### config.mk
export PLATFORM = sky130hd
export DESIGN_NAME = phold_core
export DESIGN_NICKNAME = d
export VERILOG_FILES = /design/src/rtl/phold_core.sv
export SDC_FILE = /design/constraint.sdc
export NUM_CORES = 1
export LEC_CHECK = 0
export BUFFER_PORTS_ARGS = -buffer_cell sky130_fd_sc_hd__buf_2
export CAP_MARGIN = 10
export CORE_MARGIN = 2
export CORE_UTILIZATION = 50
export CTS_CLUSTER_DIAMETER = 30
export DETAILED_ROUTE_END_ITERATION = 10
export GPL_ROUTABILITY_DRIVEN = 1
export GPL_TIMING_DRIVEN = 0
export PLACE_DENSITY_LB_ADDON = 0.2
export SYNTH_ARGS = -nofsm -noshare
export SYNTH_HDL_FRONTEND = slang
export SYNTH_SLANG_ARGS = --single-unit
### constraint.sdc
create_clock -name clk -period 48.3 [get_ports clk]
set_input_delay 9.66 -clock clk [delete_from_list [all_inputs] [get_ports clk]]
set_output_delay 9.66 -clock clk [all_outputs]
set_load 0.005 [all_outputs]
### src/rtl/phold_core.sv
// PHOLD discrete-event engine: loads NUM_EV initial timestamps, then keeps
// retiring the earliest event, scheduling a replacement and logging each
// retired event to memory until the global virtual time reaches END_TIME.
module phold_core #(
  parameter int NUM_MC_PORTS = 1,
  parameter int RTNCTL_WIDTH = 32,
  parameter int NUM_EV       = 8,
  parameter int END_TIME     = 1000
) (
  input  logic                                 clk,
  input  logic                                 rst_n,
  input  logic [47:0]                          addr,
  output logic [13:0]                          gvt,
  output logic                                 rtn_vld,
  output logic [NUM_MC_PORTS-1:0]              mc_rq_vld,
  output logic [3*NUM_MC_PORTS-1:0]            mc_rq_cmd,
  output logic [4*NUM_MC_PORTS-1:0]            mc_rq_scmd,
  output logic [48*NUM_MC_PORTS-1:0]           mc_rq_vadr,
  output logic [2*NUM_MC_PORTS-1:0]            mc_rq_size,
  output logic [RTNCTL_WIDTH*NUM_MC_PORTS-1:0] mc_rq_rtnctl,
  output logic [64*NUM_MC_PORTS-1:0]           mc_rq_data,
  output logic [NUM_MC_PORTS-1:0]              mc_rq_flush,
  input  logic [NUM_MC_PORTS-1:0]              mc_rq_stall,
  input  logic [NUM_MC_PORTS-1:0]              mc_rs_vld,
  input  logic [3*NUM_MC_PORTS-1:0]            mc_rs_cmd,
  input  logic [4*NUM_MC_PORTS-1:0]            mc_rs_scmd,
  input  logic [RTNCTL_WIDTH*NUM_MC_PORTS-1:0] mc_rs_rtnctl,
  input  logic [64*NUM_MC_PORTS-1:0]           mc_rs_data,
  output logic [NUM_MC_PORTS-1:0]              mc_rs_stall
);

  localparam int IDX_W = $clog2(NUM_EV);
  localparam int CNT_W = IDX_W + 1;

  typedef enum logic [2:0] {IDLE, INIT_RD, INIT_WAIT, PROC, DRAIN, DONE} state_t;

  state_t           state;
  logic [13:0]      slots [NUM_EV];
  logic [IDX_W-1:0] rd_idx;
  logic [CNT_W-1:0] rsp_cnt;
  logic [7:0]       log_k;
  logic [15:0]      wr_out;
  logic [15:0]      lfsr;

  logic [13:0]      min_ts;
  logic [IDX_W-1:0] min_idx;
  logic [13:0]      new_ts;
  logic             rd_issue;
  logic             proc_issue;
  logic             rd_rsp;
  logic             wr_cmp;
  logic             lfsr_fb;
  logic             unused_rs;

  assign mc_rq_scmd  = '0;
  assign mc_rq_flush = '0;
  assign mc_rs_stall = '0;
  assign unused_rs   = ^{mc_rq_stall, mc_rs_vld, mc_rs_cmd, mc_rs_scmd, mc_rs_rtnctl, mc_rs_data};

  assign lfsr_fb    = lfsr[15] ^ lfsr[13] ^ lfsr[12] ^ lfsr[10];
  assign new_ts     = min_ts + 14'd1 + {10'd0, lfsr[3:0]};
  assign rd_issue   = (state == INIT_RD) && !mc_rq_stall[0];
  assign proc_issue = (state == PROC) && (min_ts < 14'(END_TIME)) && !mc_rq_stall[0];
  assign rd_rsp     = mc_rs_vld[0] && (mc_rs_cmd[2:0] == 3'd2) &&
                      ((state == INIT_RD) || (state == INIT_WAIT));
  assign wr_cmp     = mc_rs_vld[0] && (mc_rs_cmd[2:0] == 3'd3) &&
                      ((state == PROC) || (state == DRAIN)) && (wr_out != 16'd0);

  // Earliest pending event; strict compare keeps the lowest slot on ties
  always_comb begin
    min_ts  = slots[0];
    min_idx = '0;
    for (int i = 1; i < NUM_EV; i++) begin
      if (slots[i] < min_ts) begin
        min_ts  = slots[i];
        min_idx = IDX_W'(i);
      end
    end
  end

  // Port 0 request; valid is gated by stall so every valid cycle is accepted
  always_comb begin
    mc_rq_vld    = '0;
    mc_rq_cmd    = '0;
    mc_rq_vadr   = '0;
    mc_rq_size   = '0;
    mc_rq_rtnctl = '0;
    mc_rq_data   = '0;
    if (rd_issue) begin
      mc_rq_vld[0]                   = 1'b1;
      mc_rq_cmd[2:0]                 = 3'd1;
      mc_rq_size[1:0]                = 2'd3;
      mc_rq_vadr[47:0]               = addr + (48'(rd_idx) << 3);
      mc_rq_rtnctl[RTNCTL_WIDTH-1:0] = RTNCTL_WIDTH'(rd_idx);
    end else if (proc_issue) begin
      mc_rq_vld[0]                   = 1'b1;
      mc_rq_cmd[2:0]                 = 3'd2;
      mc_rq_size[1:0]                = 2'd3;
      mc_rq_vadr[47:0]               = addr + ((48'(NUM_EV) + 48'(log_k)) << 3);
      mc_rq_rtnctl[RTNCTL_WIDTH-1:0] = RTNCTL_WIDTH'(min_idx);
      mc_rq_data[63:0]               = {32'b0, 2'b0, min_ts, 2'b0, new_ts};
    end
  end

  // Main sequencer: load, process, drain outstanding writes, report once
  always_ff @(posedge clk or negedge rst_n) begin
    if (!rst_n) begin
      state   <= IDLE;
      for (int i = 0; i < NUM_EV; i++) slots[i] <= '0;
      rd_idx  <= '0;
      rsp_cnt <= '0;
      log_k   <= '0;
      wr_out  <= '0;
      lfsr    <= 16'hACE1;
      gvt     <= '0;
      rtn_vld <= 1'b0;
    end else begin
      rtn_vld <= 1'b0;
      if (rd_rsp) begin
        slots[mc_rs_rtnctl[IDX_W-1:0]] <= mc_rs_data[13:0];
        rsp_cnt <= rsp_cnt + CNT_W'(1);
      end
      if (proc_issue && !wr_cmp) wr_out <= wr_out + 16'd1;
      else if (!proc_issue && wr_cmp) wr_out <= wr_out - 16'd1;
      case (state)
        IDLE: state <= INIT_RD;
        INIT_RD: begin
          if (rd_issue) begin
            rd_idx <= rd_idx + IDX_W'(1);
            if (rd_idx == IDX_W'(NUM_EV - 1)) state <= INIT_WAIT;
          end
        end
        INIT_WAIT: begin
          if (rsp_cnt == CNT_W'(NUM_EV)) state <= PROC;
        end
        PROC: begin
          gvt <= min_ts;
          if (min_ts >= 14'(END_TIME)) begin
            state <= DRAIN;
          end else if (proc_issue) begin
            slots[min_idx] <= new_ts;
            log_k          <= log_k + 8'd1;
            lfsr           <= {lfsr[14:0], lfsr_fb};
          end
        end
        DRAIN: begin
          if (wr_out == 16'd0) begin
            state   <= DONE;
            rtn_vld <= 1'b1;
          end
        end
        default: state <= DONE;
      endcase
    end
  end

endmodule

; After elaboration in Yosys (flattened, before gate mapping)
; Cells that the tools add are included.
[totals]
regBits = 177
word_cells = 128
out_inout_bits = 171
[op_classes]
n_bitwise = 6
muxes = 46
n_eq_ne = 13
magnitude_cmp = 13
add_sub_neg = 10
n_reduce_logical = 24
[ops]
columns = operator, n
row1 = 112-bit two-way mux, 4
row2 = 112-bit bitwise mux, 2
row3 = 14-bit two-way mux, 9
row4 = 14-bit less-than comparator, 7
row5 = 48-bit two-way mux, 2
row6 = 14-bit demux with 3-bit select, 2
row7 = 30-bit two-way mux, 2
row8 = 48-bit by 12-bit adder with 48-bit output, 1
row9 = 48-bit by 6-bit adder with 48-bit output, 1
row10 = 3-bit two-way mux, 12
row11 = 16-bit two-way mux, 2
row12 = 16-bit by 1-bit adder with 16-bit output (second input constant), 1
row13 = 16-bit logical NOT, 1
row14 = 16-bit nonzero test, 1
row15 = 16-bit by 1-bit subtractor with 16-bit output (second input constant), 1
row16 = 3-bit one-hot mux with 5 select lines, 1
row17 = 14-bit by 1-bit adder with 14-bit output (second input constant), 1
row18 = 14-bit by 4-bit adder with 14-bit output, 1
row19 = 14-bit by 10-bit >= comparator with 1-bit output (second input constant), 1
row20 = 14-bit by 10-bit less-than comparator with 1-bit output (second input constant), 1
row21 = 3-bit by 2-bit equality test with 1-bit output (second input constant), 4
row22 = 1-bit logical AND, 12
row23 = 2-bit two-way mux, 5
row24 = 4-bit by 8-bit adder with 9-bit output (first input constant), 1
row25 = 21 further kinds, 37

; Longest topological paths before layout
; Gate-level depths: netlist of run 1.
[depth]
word_depth = 23
ltp_mapped = 112

; Worst setup path after synthesis of run 1
; OpenSTA, ideal clock, no wires.
[synth_path]
path_kind = register to output
start = reg slots[97] (netlist bit)
end = out mc_rq_data[8]
stages_incl_launch_ff = 94
arrival_ns = 16.353
slack_ns = 22.287
t_required_ns = 38.640
cell_sequence = dfrtp_1 -> ha_1 -> nand4_1 -> nor3_1 -> or3_1 -> buf_2 -> a21oi_4 -> clkbuf_1 -> a21oi_1 -> ha_1 -> and3_1 -> nand3_1 -> or3_1 -> a211o_1 -> o211ai_2 -> nor2_1 -> nand2_1 -> clkbuf_1 -> (+58 left out) -> a21o_1 -> a21o_1 -> a21oi_1 -> a211oi_1 -> a21oi_1 -> nand2_1 -> or4_4 -> and3_4 -> buf_2 -> mux2i_1 -> ha_1 -> inv_1 -> fa_1 -> a21o_1 -> a21o_1 -> and4_1 -> xor2_2 -> nor2_1
[synth_between]
elab_chain_cells = 19
[synth_rtl]
columns = item, line
row1 = from (decl), 38  ; logic [13:0] slots [NUM_EV];
row2 = "from (signal, indexed assignment)", 120  ; slots[mc_rs_rtnctl[IDX_W-1:0]] <= mc_rs_data[13:0];
row3 = "from (signal, indexed assignment)", 141  ; slots[min_idx] <= new_ts;
row4 = 14-bit less-than comparator, 74  ; if (slots[i] < min_ts) begin
row5 = 14-bit two-way mux *, 74
row6 = 14-bit less-than comparator, 74
row7 = 14-bit two-way mux *, 74
row8 = 14-bit less-than comparator, 74
row9 = 14-bit two-way mux *, 74
row10 = 14-bit less-than comparator, 74
row11 = 14-bit two-way mux *, 74
row12 = 14-bit less-than comparator, 74
row13 = 14-bit two-way mux *, 74
row14 = 14-bit less-than comparator, 74
row15 = 14-bit two-way mux *, 74
row16 = 14-bit less-than comparator, 74
row17 = 14-bit two-way mux *, 74
row18 = branches (longest 3 deep; another with 14-bit by 1-bit adder with 14-bit output), n/a
row19 = 30-bit two-way mux *, 95  ; end else if (proc_issue) begin
row20 = 30-bit two-way mux *, 89  ; if (rd_issue) begin
row21 = to (decl), 21  ; output logic [64*NUM_MC_PORTS-1:0] mc_rq_data,
; Every way passes the cells marked *.

; Final worst setup path of run 1
[layout_path]
start = reg slots[97] (netlist bit)
end = out mc_rq_data[4]
; The elaborated chain is that of the path after synthesis.

==> results of run 1 <==
==> state kept, by name, indices dropped and copies added, names as in the netlist <==
register	count
lfsr	16
slots	112
rtn_vld	1
rsp_cnt	4
log_k	8
state	3
gvt	14
rd_idx	3
wr_out	16
==> layout by cell type (no fill, tap or decap), types with 9 or more instances in the layout <==
cell | netlist | final
a21o_1 | 37 | 37
a21oi_1 | 165 | 165
a22oi_1 | 14 | 14
a31oi_1 | 27 | 27
and2_1 | 19 | 19
and3_1 | 24 | 24
buf_1 | 9 | 9
buf_2 | 17 | 172
buf_4 | 84 | 84
clkbuf_1 | 58 | 58
clkbuf_16 | 0 | 17
conb_1 | 1 | 80
dfrtp_1 | 169 | 169
ha_1 | 113 | 113
inv_1 | 111 | 111
mux2_2 | 95 | 95
mux2i_1 | 39 | 39
nand2_1 | 279 | 279
nand2b_1 | 16 | 16
nand3_1 | 44 | 44
nand4_1 | 26 | 26
nor2_1 | 137 | 137
nor2b_1 | 16 | 16
nor3_1 | 22 | 22
nor4_1 | 11 | 11
o211ai_1 | 12 | 12
o21ai_0 | 150 | 150
o21ai_1 | 16 | 16
o22ai_1 | 26 | 26
o31ai_1 | 12 | 12
or3_1 | 9 | 9
xnor2_1 | 38 | 38
xor2_1 | 17 | 17
==> final timing paths <==
kind	endpoint	cells past startpoint	slack [ns]	start
max in group asynchronous	gvt[0]$_DFFE_PN0P_	2	38.19	rst_n
hold / removal	lfsr[6]$_DFFE_PN1P_	2	0.46	lfsr[5]$_DFFE_PN1P_
setup / recovery	mc_rq_data[4]	91	17.48	slots[97]$_DFF_PN0_
setup reg to reg	wr_out[15]$_DFFE_PN0P_	104	25.51	slots[97]$_DFF_PN0_
min in group asynchronous	slots[89]$_DFF_PN0_	1	9.15	rst_n
hold reg to reg	lfsr[6]$_DFFE_PN1P_	2	0.46	lfsr[5]$_DFFE_PN1P_
==> stage by stage <==
stage               util (%)  area [µm²]  std cells  hold slack, ns  setup slack [ns]
global route            58.2       17800       2608           0.469             15.88
floorplan                  -       15900       2023           0.435             22.29
global placement        56.0       17100       2574           0.445             18.70
detailed placement      56.2       17200       2576           0.445             18.36
finish                  58.2       17800       2610           0.455             17.48
CTS                     58.2       17800       2608           0.458             17.80
==> area by class of cell <==
class	instances	area, µm²
antenna	2	5.00
fill	2874	12800
timing repair buffer	157	818
clock buffer	18	439
clock inverter	14	188
sequential	177	4440
buffer	168	967
inverter	112	420
tap	396	495
multi-input combinational	1566	10000
==> worst max-delay path: cells and delay by family (launching register included) <==
| kind | cells | cell delay [ns] |
|---|---|---|
| compound gates | 39 | 7.73 |
| xor+xnor | 1 | 0.86 |
| fa+ha+maj | 9 | 2.71 |
| buf+inv | 19 | 4.53 |
| flops | 1 | 0.41 |
| mux | 2 | 0.70 |
| simple gates | 21 | 3.69 |
==> per-layer routing <==
metal	routed length (µm)	vias up	share of wire (%)
met5	13	-	0.028
met4	1180	2	2.5
met3	3020	100	6.5
met2	22300	596	48
met1	20200	7202	43
li1	-	7270	-
==> cell families after synthesis <==
| logic type | Yosys count | share of synthesized area [%] |
|---|---|---|
| DFF | 177 | 28.5 |
| buffers and inverters | 280 | 8.91 |
| and+or+nand+nor | 636 | 18.8 |
| other | 1 | 0.0241 |
| AOI/OAI and AO/OA | 541 | 21.4 |
| xor gates and xnor gates | 57 | 3.30 |
| adders and majority gates | 117 | 9.60 |
| muxes | 135 | 9.47 |
==> results.cfg, run 1 <==
[sta]
slew_viol_final = 0
period_share_pct = 63.8
final.min_clock_period_ns = 30.82
max_freq_mhz = 32.4
relSlewSlack_pct = 21.9
setup-violations-final = 0
grt_setup_unrepaired = no
setup_tns_ns = 0
worst_pin_slew_ns = 1.17
fin_skew_ns = 0.0213
hold_viol = 0

[yosys]
yosysSeqAreaShare_pct = 28.5
yosysMostFrequentCell = nand2_1
synth_edf_count = 0
ys_seq_elements = 177
synth_area_per_cell_um2 = 8.01
ys.flop_type = dfrtp_1
synth.area.top_cells = dfrtp_1, ha_1, mux2_2
synthCells = 1944
yosysWarnings = 0
synth_top_area_share_pct = 27.2
yosys-top-cells-count = nand2_1, dfrtp_1, a21oi_1, o21ai_0, nor2_1
synth_cell_types = 90
async_flop_share_pct = 100
yosysTopAreaCell = dfrtp_1
netlist_area_mm2 = 0.0156

[place]
numPortBuffers = 155
hpwl_um = 36000
gp_congestion = 0.946

[routing]
drt_iter0_markers = 1121
wire_per_inst_um = 17.9
viasPerCell = 5.81
first_pass_iters = 5
drcViolationCount = 0
route.antenna.remaining_nets = 0
routed_wl_um = 46700
vias = 15200

[floorplanning]
io_pins = 326
fp.dieH_um = 180
rows = 64
die_area_mm2 = 0.0326
core_area_mm2 = 0.0306
start_util_pct = 50.9
die_w_um = 180

[global_route]
antenna_found_initial = 3
use_met3_pct = 4.18
grt_pass1_wl_um = 74800
busiest_layer = met2
grt_max_degree = 109
use_met1_pct = 36.8
grt_pass1_vias = 14400
grt.overflow.total = 0
grt_usage_pct = 28.1
met2_usage_pct = 47.6

[critical_path]
cpMostUsedCell = a21oi_1
start_kind = register
cpMaxStageDelayCell = xor2_1
path_max_fanout = 10
criticalPathCategory = register to output pin
cp.required_ns = 38.64
max_stage_delay_ns = 0.86
critPathCaptureType = output pin
worstPathArrival_ns = 21.16

[status]
status = completed

[clock_network]
cts_root_buf = clkbuf_16
insertion_delay_ns = 0.46
ctsResizeCount = 0
cts_setup_buffers = 0
cts_tree = yes
htreeDepth = 4
max-clock-path-buffers = 2
cts-hold-fix-buffers = 0
clock_sinks = 177
path_clk_slew_ns = 0.07
numCtsBuffers = 17

[min_path]
hold_path_class = register to register

[finish]
drive_above_1_share_pct = 19.1
area_growth_syn_to_layout_pct = 14.4
final_nets = 2471

[run]
maxCapViolations = 0
Power of run 1 is left out: the tool's default activity adds up to more than one toggle a clock period on the data nets, which glitch-free logic cannot reach.
==> run 2: changes to the inputs <==
Settings changed: ABC_AREA set to 1.
Clock period 48.3 ns to 28 ns, I/O delays scaled along.
==> results.cfg, run 2 <==
[clock_network]
cts_root_buf = clkbuf_16
ctsResizeCount = 0
clock_sinks = 177
htreeDepth = 4
cts-hold-fix-buffers = 0
cts_setup_buffers = 0
path_clk_slew_ns = 0.08
cts_tree = yes
numCtsBuffers = 17
max-clock-path-buffers = 2
insertion_delay_ns = 0.45

[sta]
grt_setup_unrepaired = no
fin_skew_ns = 0.0120
hold_viol = 0
max_freq_mhz = 45.9
period_share_pct = 77.9
worst_pin_slew_ns = 1.32
setup_tns_ns = 0
fin_hold_ws_ns = 0.467
relSlewSlack_pct = 11.1
final.min_clock_period_ns = 21.80
setup-violations-final = 0
slew_viol_final = 0

[critical_path]
reg2reg_depth = 94
r2r_start = slots[97]$_DFF_PN0_
criticalPathCategory = register to output pin
cpMostUsedCell = nand2_1
path_max_fanout = 10
start_kind = register
cp.required_ns = 22.40
max_stage_delay_ns = 0.64
worstPathArrival_ns = 16.20
rrSetupSlack_ns = 10.52
cpMaxStageDelayCell = a21oi_1
rr_endpoint = wr_out[14]$_DFFE_PN0P_
critPathCaptureType = output pin

[global_route]
grt.overflow.total = 0
grt_usage_pct = 32.0
grt_max_degree = 118
grt_pass1_wl_um = 83000
antenna_found_initial = 0
grt_pass1_vias = 15400

[routing]
viasPerCell = 5.41
wl_met3_um = 3780
drt_iter0_markers = 1359
vias = 16200
wl_met1_um = 21800
route.top_layer_used = met4
routed_wl_um = 52700
wire_per_inst_um = 17.6
drcViolationCount = 0
route.antenna.remaining_nets = 0
first_pass_iters = 6
wl_met2_um = 24900

[yosys]
synth_xor_area_share_pct = 4.65
synth_cell_types = 47
yosysMostFrequentCell = nand2_1
yosysTopAreaCell = dfrtp_1
ys.flop_type = dfrtp_1
synth_top_family_by_area = simple AND/OR/NAND/NOR gates
ys_seq_elements = 177
yosys-top-cells-count = nand2_1, o21ai_0, inv_1, dfrtp_1, nor2_1
synthCells = 2329
async_flop_share_pct = 100
synthMuxAreaShare_pct = 0
synth_compound_area_share_pct = 16.1
yosysWarnings = 0
yosysSeqAreaShare_pct = 28.4
synth_top_area_share_pct = 27.0
synth_simple_gate_area_share_pct = 29.2
synth_area_per_cell_um2 = 6.72
synth_edf_count = 0
netlist_area_mm2 = 0.0156
synth.area.top_cells = dfrtp_1, nand2_1, o21ai_0
post_synth_fa_ha_maj_area_fraction_pct = 9.55

[place]
numPortBuffers = 162
gp_congestion = 0.936
hpwl_um = 41200
numPlacedInstances = 2968
place_area_mm2 = 0.0173

[power]
p_leak_uw = 0.00946
power_uw = 651
ir_drop_mv = 0.0299
power_density_mw_per_mm2 = 36.4

[floorplanning]
die_area_mm2 = 0.0327
start_util_pct = 51.0
fp.dieH_um = 181
die_w_um = 181
io_pins = 326
core_area_mm2 = 0.0307
rows = 64

[status]
status = completed

[finish]
drive_above_1_share_pct = 14.0
final_nets = 2863
area_growth_syn_to_layout_pct = 14.3
largest_reg_flops = 112
largestRegisters = slots x112, lfsr x16, wr_out x16
layout_commonest_cell = nand2_1
final_area_mm2 = 0.0179
final_cell_count_no_fill = 3001
regMostFlops = slots
fillers = 3042
regArea_mm2 = 0.00444
multi_input_area_mm2 = 0.00961
final_cell_mix = nand2_1, o21ai_0, inv_1

[min_path]
hold_path_class = register to register
whs_endpoint = lfsr[6]$_DFFE_PN1P_
holdCritStartpoint = lfsr[5]$_DFFE_PN1P_
hold_depth = 2

[run]
maxCapViolations = 0
run 2: changes by cell type in the layout (fill, tap and decap cells not counted), sizes merged, moves of 77 or more:
cell / previous run / this run
nand2: 279 / 701
o21ai: 167 / 368
inv: 119 / 249
a21oi: 166 / 63
mux2: 95 / 0
nand3: 44 / 121
run 2: metrics by stage:
| stage | utilization (%) | setup WS [ns] |
|---|---|---|
| 2_1_floorplan | - | 10.93 |
| 3_3_place_gp | 56.2 | 7.12 |
| 3_5_place_dp | 56.4 | 7.04 |
| 4_1_cts | 58.3 | 6.48 |
| 5_1_grt | 58.3 | 4.75 |
| 6_report | 58.3 | 6.20 |
run 2: cells by family after synthesis:
logic type / after synthesis
compound gates: 472
simple gates: 1083
xor+xnor: 83
flops: 177
fa+ha+maj: 117
other cells: 1
buf+inv: 396
run 2: worst max-delay path, delay by kind of cell (launching register included):
kind,cells,cell delay [ns]
buffers and inverters,13,2.90
AO/OA/AOI/OAI,16,4.34
flip-flops,1,0.40
adder cells (fa/ha/maj),8,2.72
AND/OR/NAND/NOR,38,5.39
run 2: how the worst max path moves through the flow:
stage                                    start             to  slack (ns)  depth (start not counted)
after global routing      slots[111]$_DFF_PN0_  mc_rq_data[7]        4.75                         79
final                      slots[97]$_DFF_PN0_  mc_rq_data[7]        6.20                         75
after CTS                  slots[97]$_DFF_PN0_  mc_rq_data[7]        6.48                         78
after floorplan            slots[97]$_DFF_PN0_  mc_rq_data[9]       10.93                         77
after global placement     slots[97]$_DFF_PN0_  mc_rq_data[5]        7.12                         70
after detailed placement   slots[93]$_DFF_PN0_  mc_rq_data[7]        7.04                         76
run 2: cell type report:
| type | instances | area share (%) |
|---|---|---|
| Timing Repair Buffer | 164 | 4.79 |
| Multi-Input combinational cell | 1835 | 53.8 |
| Buffer | 155 | 5.51 |
| Antenna cell | 1 | 0.0140 |
| Clock buffer | 18 | 2.46 |
| Tap cell | 396 | 2.77 |
| Clock inverter | 14 | 0.812 |
| Inverter | 241 | 5.07 |
| Sequential cell | 177 | 24.8 |
run 2: per-layer routing:
metal / track usage (%) / vias up
met5: 0 / -
met4: 13.4 / 0
met3: 5.50 / 101
met2: 54.4 / 633
met1: 40.0 / 7536
li1: - / 7967
run 2: report_power, final:
| part | leakage [µW] | switching (µW) | internal [µW] |
|---|---|---|---|
| Sequential | 0.00236 | 8.19 | 268 |
| Clock | 0.000284 | 117 | 128 |
| Combinational | 0.00682 | 80.5 | 49.7 |
| Total | 0.00946 | 206 | 446 |
Note: power is estimated with default switching activity, not from simulation.
